<file path="config.mk">
export PLATFORM = sky130hd
export DESIGN_NAME = seq_det_param
export DESIGN_NICKNAME = d
export VERILOG_FILES = /design/src/rtl/seq_det_param.sv
export SDC_FILE = /design/constraint.sdc
export NUM_CORES = 1
export LEC_CHECK = 0
export ABC_AREA = 0
export CORE_ASPECT_RATIO = 1.4
export CORE_UTILIZATION = 57
export DETAILED_ROUTE_END_ITERATION = 10
export PLACE_DENSITY = 0.82
export SETUP_SLACK_MARGIN = 0.3
export SYNTH_ARGS = -nofsm -noshare
export SYNTH_HDL_FRONTEND = slang
export SYNTH_SLANG_ARGS = --single-unit
export TNS_END_PERCENT = 30
</file>
<file path="constraint.sdc">
create_clock -name clk -period 6.05 [get_ports clk]
set_input_delay 1.21 -clock clk [delete_from_list [all_inputs] [get_ports clk]]
set_output_delay 1.21 -clock clk [all_outputs]
set_load 0.02 [all_outputs]
</file>
<file path="src/rtl/seq_det_param.sv">
// seq_det_param: runtime-programmable serial pattern detector with overlap control and saturating match count
module seq_det_param #(
    parameter int                 MAX_LEN = 8,
    parameter int                 LEN_W   = 4,
    parameter int                 CNT_W   = 8,
    parameter logic [MAX_LEN-1:0] PAT_RST = 8'b0001_1011,
    parameter logic [LEN_W-1:0]   LEN_RST = 5,
    parameter logic               OVL_RST = 1'b1
) (
    input  logic               clk,
    input  logic               rst,
    input  logic               inp,
    input  logic               cfg_load,
    input  logic [MAX_LEN-1:0] pat_in,
    input  logic [LEN_W-1:0]   len_in,
    input  logic               ovl_in,
    output logic               det,
    output logic               det_r,
    output logic [CNT_W-1:0]   det_cnt,
    output logic               cfg_ok
);
    logic [MAX_LEN-1:0] hist, pattern, window, mask;
    logic [LEN_W-1:0]   len, fill;
    logic               ovl, fill_ok;
    assign window  = {hist[MAX_LEN-2:0], inp};
    assign cfg_ok  = len >= LEN_W'(2) && len <= LEN_W'(MAX_LEN);
    assign fill_ok = ({1'b0, fill} + (LEN_W+1)'(1)) >= {1'b0, len};
    always_comb begin
        mask = '0;
        for (int i = 0; i < MAX_LEN; i++) mask[i] = LEN_W'(i) < len;
    end
    assign det = !rst && !cfg_load && cfg_ok && fill_ok && ((window ^ pattern) & mask) == '0;
    always_ff @(posedge clk) begin
        if (rst) begin
            pattern <= PAT_RST;
            len     <= LEN_RST;
            ovl     <= OVL_RST;
            hist    <= '0;
            fill    <= '0;
            det_r   <= 1'b0;
            det_cnt <= '0;
        end else if (cfg_load) begin
            pattern <= pat_in;
            len     <= len_in;
            ovl     <= ovl_in;
            fill    <= '0;
            det_r   <= 1'b0;
        end else begin
            hist    <= window;
            fill    <= (det && !ovl) ? '0 : (fill == LEN_W'(MAX_LEN)) ? fill : fill + LEN_W'(1);
            det_r   <= det;
            det_cnt <= (det && !(&det_cnt)) ? det_cnt + CNT_W'(1) : det_cnt;
        end
    end
endmodule

</file>
# == After elaboration in Yosys (flattened, before gate mapping) ==
# Index checks and enable logic that the tools add are counted.
# W data, S select, Z words.
# totals
register_bits,33
in_bits,17
out_inout_bits,11
# op_classes
addsub,3
n_lt_le_gt_ge,11
eq_ne,1
n_bitwise,3
n_reduce_logical,16
# op_table
op,n
$lt A3 B4 Y1 const A,4
$add A8 B1 Y8 const B,1
$and A8 B8 Y8,1
$logic_not A8 Y1,1
$lt A1 B4 Y1 const A,2
$lt A2 B4 Y1 const A,2
$reduce_and A8 Y1,1
$xor A8 B8 Y8,1
$logic_and A1 B1 Y1,7
$add A4 B1 Y5 const B,1
$ge A5 B4 Y1,1
$add A4 B1 Y4 const B,1
$eq A4 B4 Y1 const B,1
$ge A4 B2 Y1 const B,1
$le A4 B4 Y1 const B,1
$logic_not A1 Y1,4
$reduce_or A3 Y1,1
$reduce_and A2 Y1,1
$reduce_or A2 Y1,1
$not A1 Y1,1

# == Depth between registers and ports, before layout ==
# depth
word_depth,7
depth_mapped,9
depth_no_buf,8

# == Worst setup path before layout ==
# OpenSTA, ideal clock, no wires.
# synth_path
kind,input -> output
startpoint,input port cfg_load
endpoint,output port det
arrival_time_ns,2.523
required_ns,4.840
path_slack_ns,2.317
cell_stages,5
cell_sequence,clkbuf_1 -> nor2_1 -> o211a_1 -> o2111ai_4 -> nor3_1
# synth_via
elab_chain_cells,5
# synth_lines
item,line_no,text
from (decl),13,"input logic cfg_load,"
$logic_not A1 Y1,32,assign det = !rst && !cfg_load && cfg_ok && fill_ok && ((window ^ pattern) & mask) == '0;
$logic_and A1 B1 Y1 (4 in a row),32,
to (decl),17,"output logic det,"
# No other way between the ends.

# == Worst setup path in the final report ==
# Same ends and word-level chain as after synthesis.

==> metrics.txt <==
outcome complete, no violations; Critical Path RT 4.84 ns; global-route wire length before repair 5930 um; RSZ-0062 raised after global routing false; total number of vias 1385; Worst setup EP type output port; H-tree levels 2; sequential-to-total area share from yosys stat 37.7%; worst rel slew slack 66.1%; Final Worst Setup Slack 1.43 ns; Synth Register Bits 33; hold slack 0.502 ns; Post-CTS Setup Inserts 0; final net count 231; vias in the first global route 1350; M1 GR Usage 23.8%; FF/Latch Area 661 um2; Hold Path Class reg -> reg; row count 23; Die X 48.9 um; Cell Area, Synth 1750 um2; dpl ws 1.45 ns; total congestion overflow 0; CP Launch Type input port; top cell type's share of synthesized area 37.7%; met2 GRT Util 46.5%; VDD IR max 0.263 mV; critical path class in -> out; antenna violations before repair 0; CTS tree yes; total power draw 502 uW; post-DP HPWL 2570 um; number of flops mapped to enable cells by yosys 0; mean post-synth cell area 9.74 um2; die height 67.6 um; Root Driver clkbuf_8; max_cap viols 0; Main synth FF type dfxtp_1; actual slew at the worst max-slew pin 0.502 ns; largest net degree at the start of global routing 29; final-layout fill cell count 206; grt peak-use layer met2; warnings from Yosys 0; first drt pass iteration count 4; layout cells sized above 1 12.0%; Pins Over Slew Limit 0; number of vias per cell 5.65; Power Density 233 nW/um2; Syn Inst Count 180; Iter 0 DRT Violations 43; final hold violations 0; core region area 2910 um2; n_diodes 0; Post-Syn Nets 204; clk_lat worst skew 0.29 ns; Clock Skew 0.00697 ns; multi-input logic area 1030 um2; # resized after CTS 0; Max Fclk 217 MHz; CTS Buf Count 5; GPL Wtd Cong 0.822; post-route ant nets 0; Post-route DRC 0; Initial Util 60.3%; GRT Resource Usage Total 24.5%; Leakage 0.000869 uW; synthesis-to-finish area growth 23.2%; cts hold-fix bufs 0; Netlist cell types 44; Synth area leader dfxtp_1; Setup violations, final 0; wire length per cell 14.4 um; PortBufs 27; synth top area cells dfxtp_1 38%, mux2i_1 13%, ha_1 5.0%; DRT Wirelength 3520 um; I/O pins 28; clock buffer depth 2; clock period minus worst slack 4.62 ns; met3 usage 7.43%; Final period util 76.3%; setup_tns 0 ns; clk slew on worst S/H paths 0.06 ns; total die area 3300 um2; crit path DAT 3.41 ns; sinks on the clock net 33; crit-path max FO 25; Post-synth ARST share 0%
path summary, 6_finish.rpt:
kind                                  from         end  slack (ns)  cells past startpoint
worst max-delay path              cfg_load         det        1.43                      7
worst min-delay path            pattern[4]  pattern[4]        0.50                      2
worst max register to register     fill[0]  det_cnt[6]        3.62                      8
worst min register to register  pattern[4]  pattern[4]        0.50                      2
kinds of logic after synthesis:
group	count (synthesis)	synth area share, %
buffers and inverters	15	3.64
flip-flops	33	37.7
adder cells (fa/ha/maj)	7	5.00
XOR/XNOR	10	5.00
AO/OA/AOI/OAI	17	8.49
multiplexers	28	16.4
AND/OR/NAND/NOR	70	23.8
synth_stat cells, types with 4 or more instances:
cell type	instances
nor2b_1	7
ha_1	7
clkbuf_1	4
xnor2_1	7
mux2_1	5
nor4_2	6
nand2_1	12
buf_1	4
mux2i_1	22
inv_1	5
dfxtp_1	33
nand3_1	4
nor2_1	21
per-stage QoR:
stage | area (um2) | util [%] | cells
floorplan | 1750 | - | 180
global placement | 2040 | 70.3 | 237
detailed placement | 2040 | 70.3 | 237
CTS | 2160 | 74.3 | 245
global route | 2160 | 74.3 | 245
finish | 2160 | 74.3 | 245
final cells by class:
class	instances	area share (%)
clock buffer	7	4.00
inverter	6	1.04
clock inverter	1	1.39
timing repair buffer	29	13.2
sequential	33	30.6
tap	37	2.14
multi-input combinational	132	47.6
cells in the final DEF (no fill, tap or decap), types with 2 or more instances in the layout:
cell type / Yosys / layout
buf_4: 0 / 2
nor2_1: 21 / 21
mux2_1: 5 / 5
dfxtp_1: 33 / 33
nand2_1: 12 / 12
nor2b_1: 7 / 7
ha_1: 7 / 7
nand3_1: 4 / 4
xnor2_1: 7 / 7
nor4_2: 6 / 6
clkdlybuf4s50_1: 0 / 27
o21ai_0: 3 / 3
nand4_1: 3 / 3
inv_1: 5 / 5
nor4_1: 2 / 2
nor3_1: 2 / 2
mux2i_1: 22 / 22
clkbuf_8: 0 / 6
and3_1: 2 / 2
a31oi_1: 2 / 2
nand2b_1: 3 / 3
xor2_1: 3 / 3
state kept, by name (all words and copies together) (netlist names):
signal   flops
det_cnt      8
len          4
hist         7
ovl          1
pattern      8
det_r        1
fill         4
critical path, cell delays in order:
cell             delay [ns]
clkdlybuf4s50_1        0.40
buf_4                  0.25
nor2_1                 0.20
o211a_1                0.21
o2111ai_4              0.22
nor3_1                 0.26
clkdlybuf4s50_1        0.63
layer usage:
metal	share of wire (%)	vias up
li1	-	691
met1	39	646
met2	54	39
met3	4.7	9
met4	2.7	0
met5	0	-
power by group:
part           internal (uW)  switching (uW)  total [uW]
Sequential               224            7.31         231
Combinational           28.1            29.9        57.9
Clock                    134            78.7         213
Total                    386             116         502
Power figures use the tool's default switching activity.
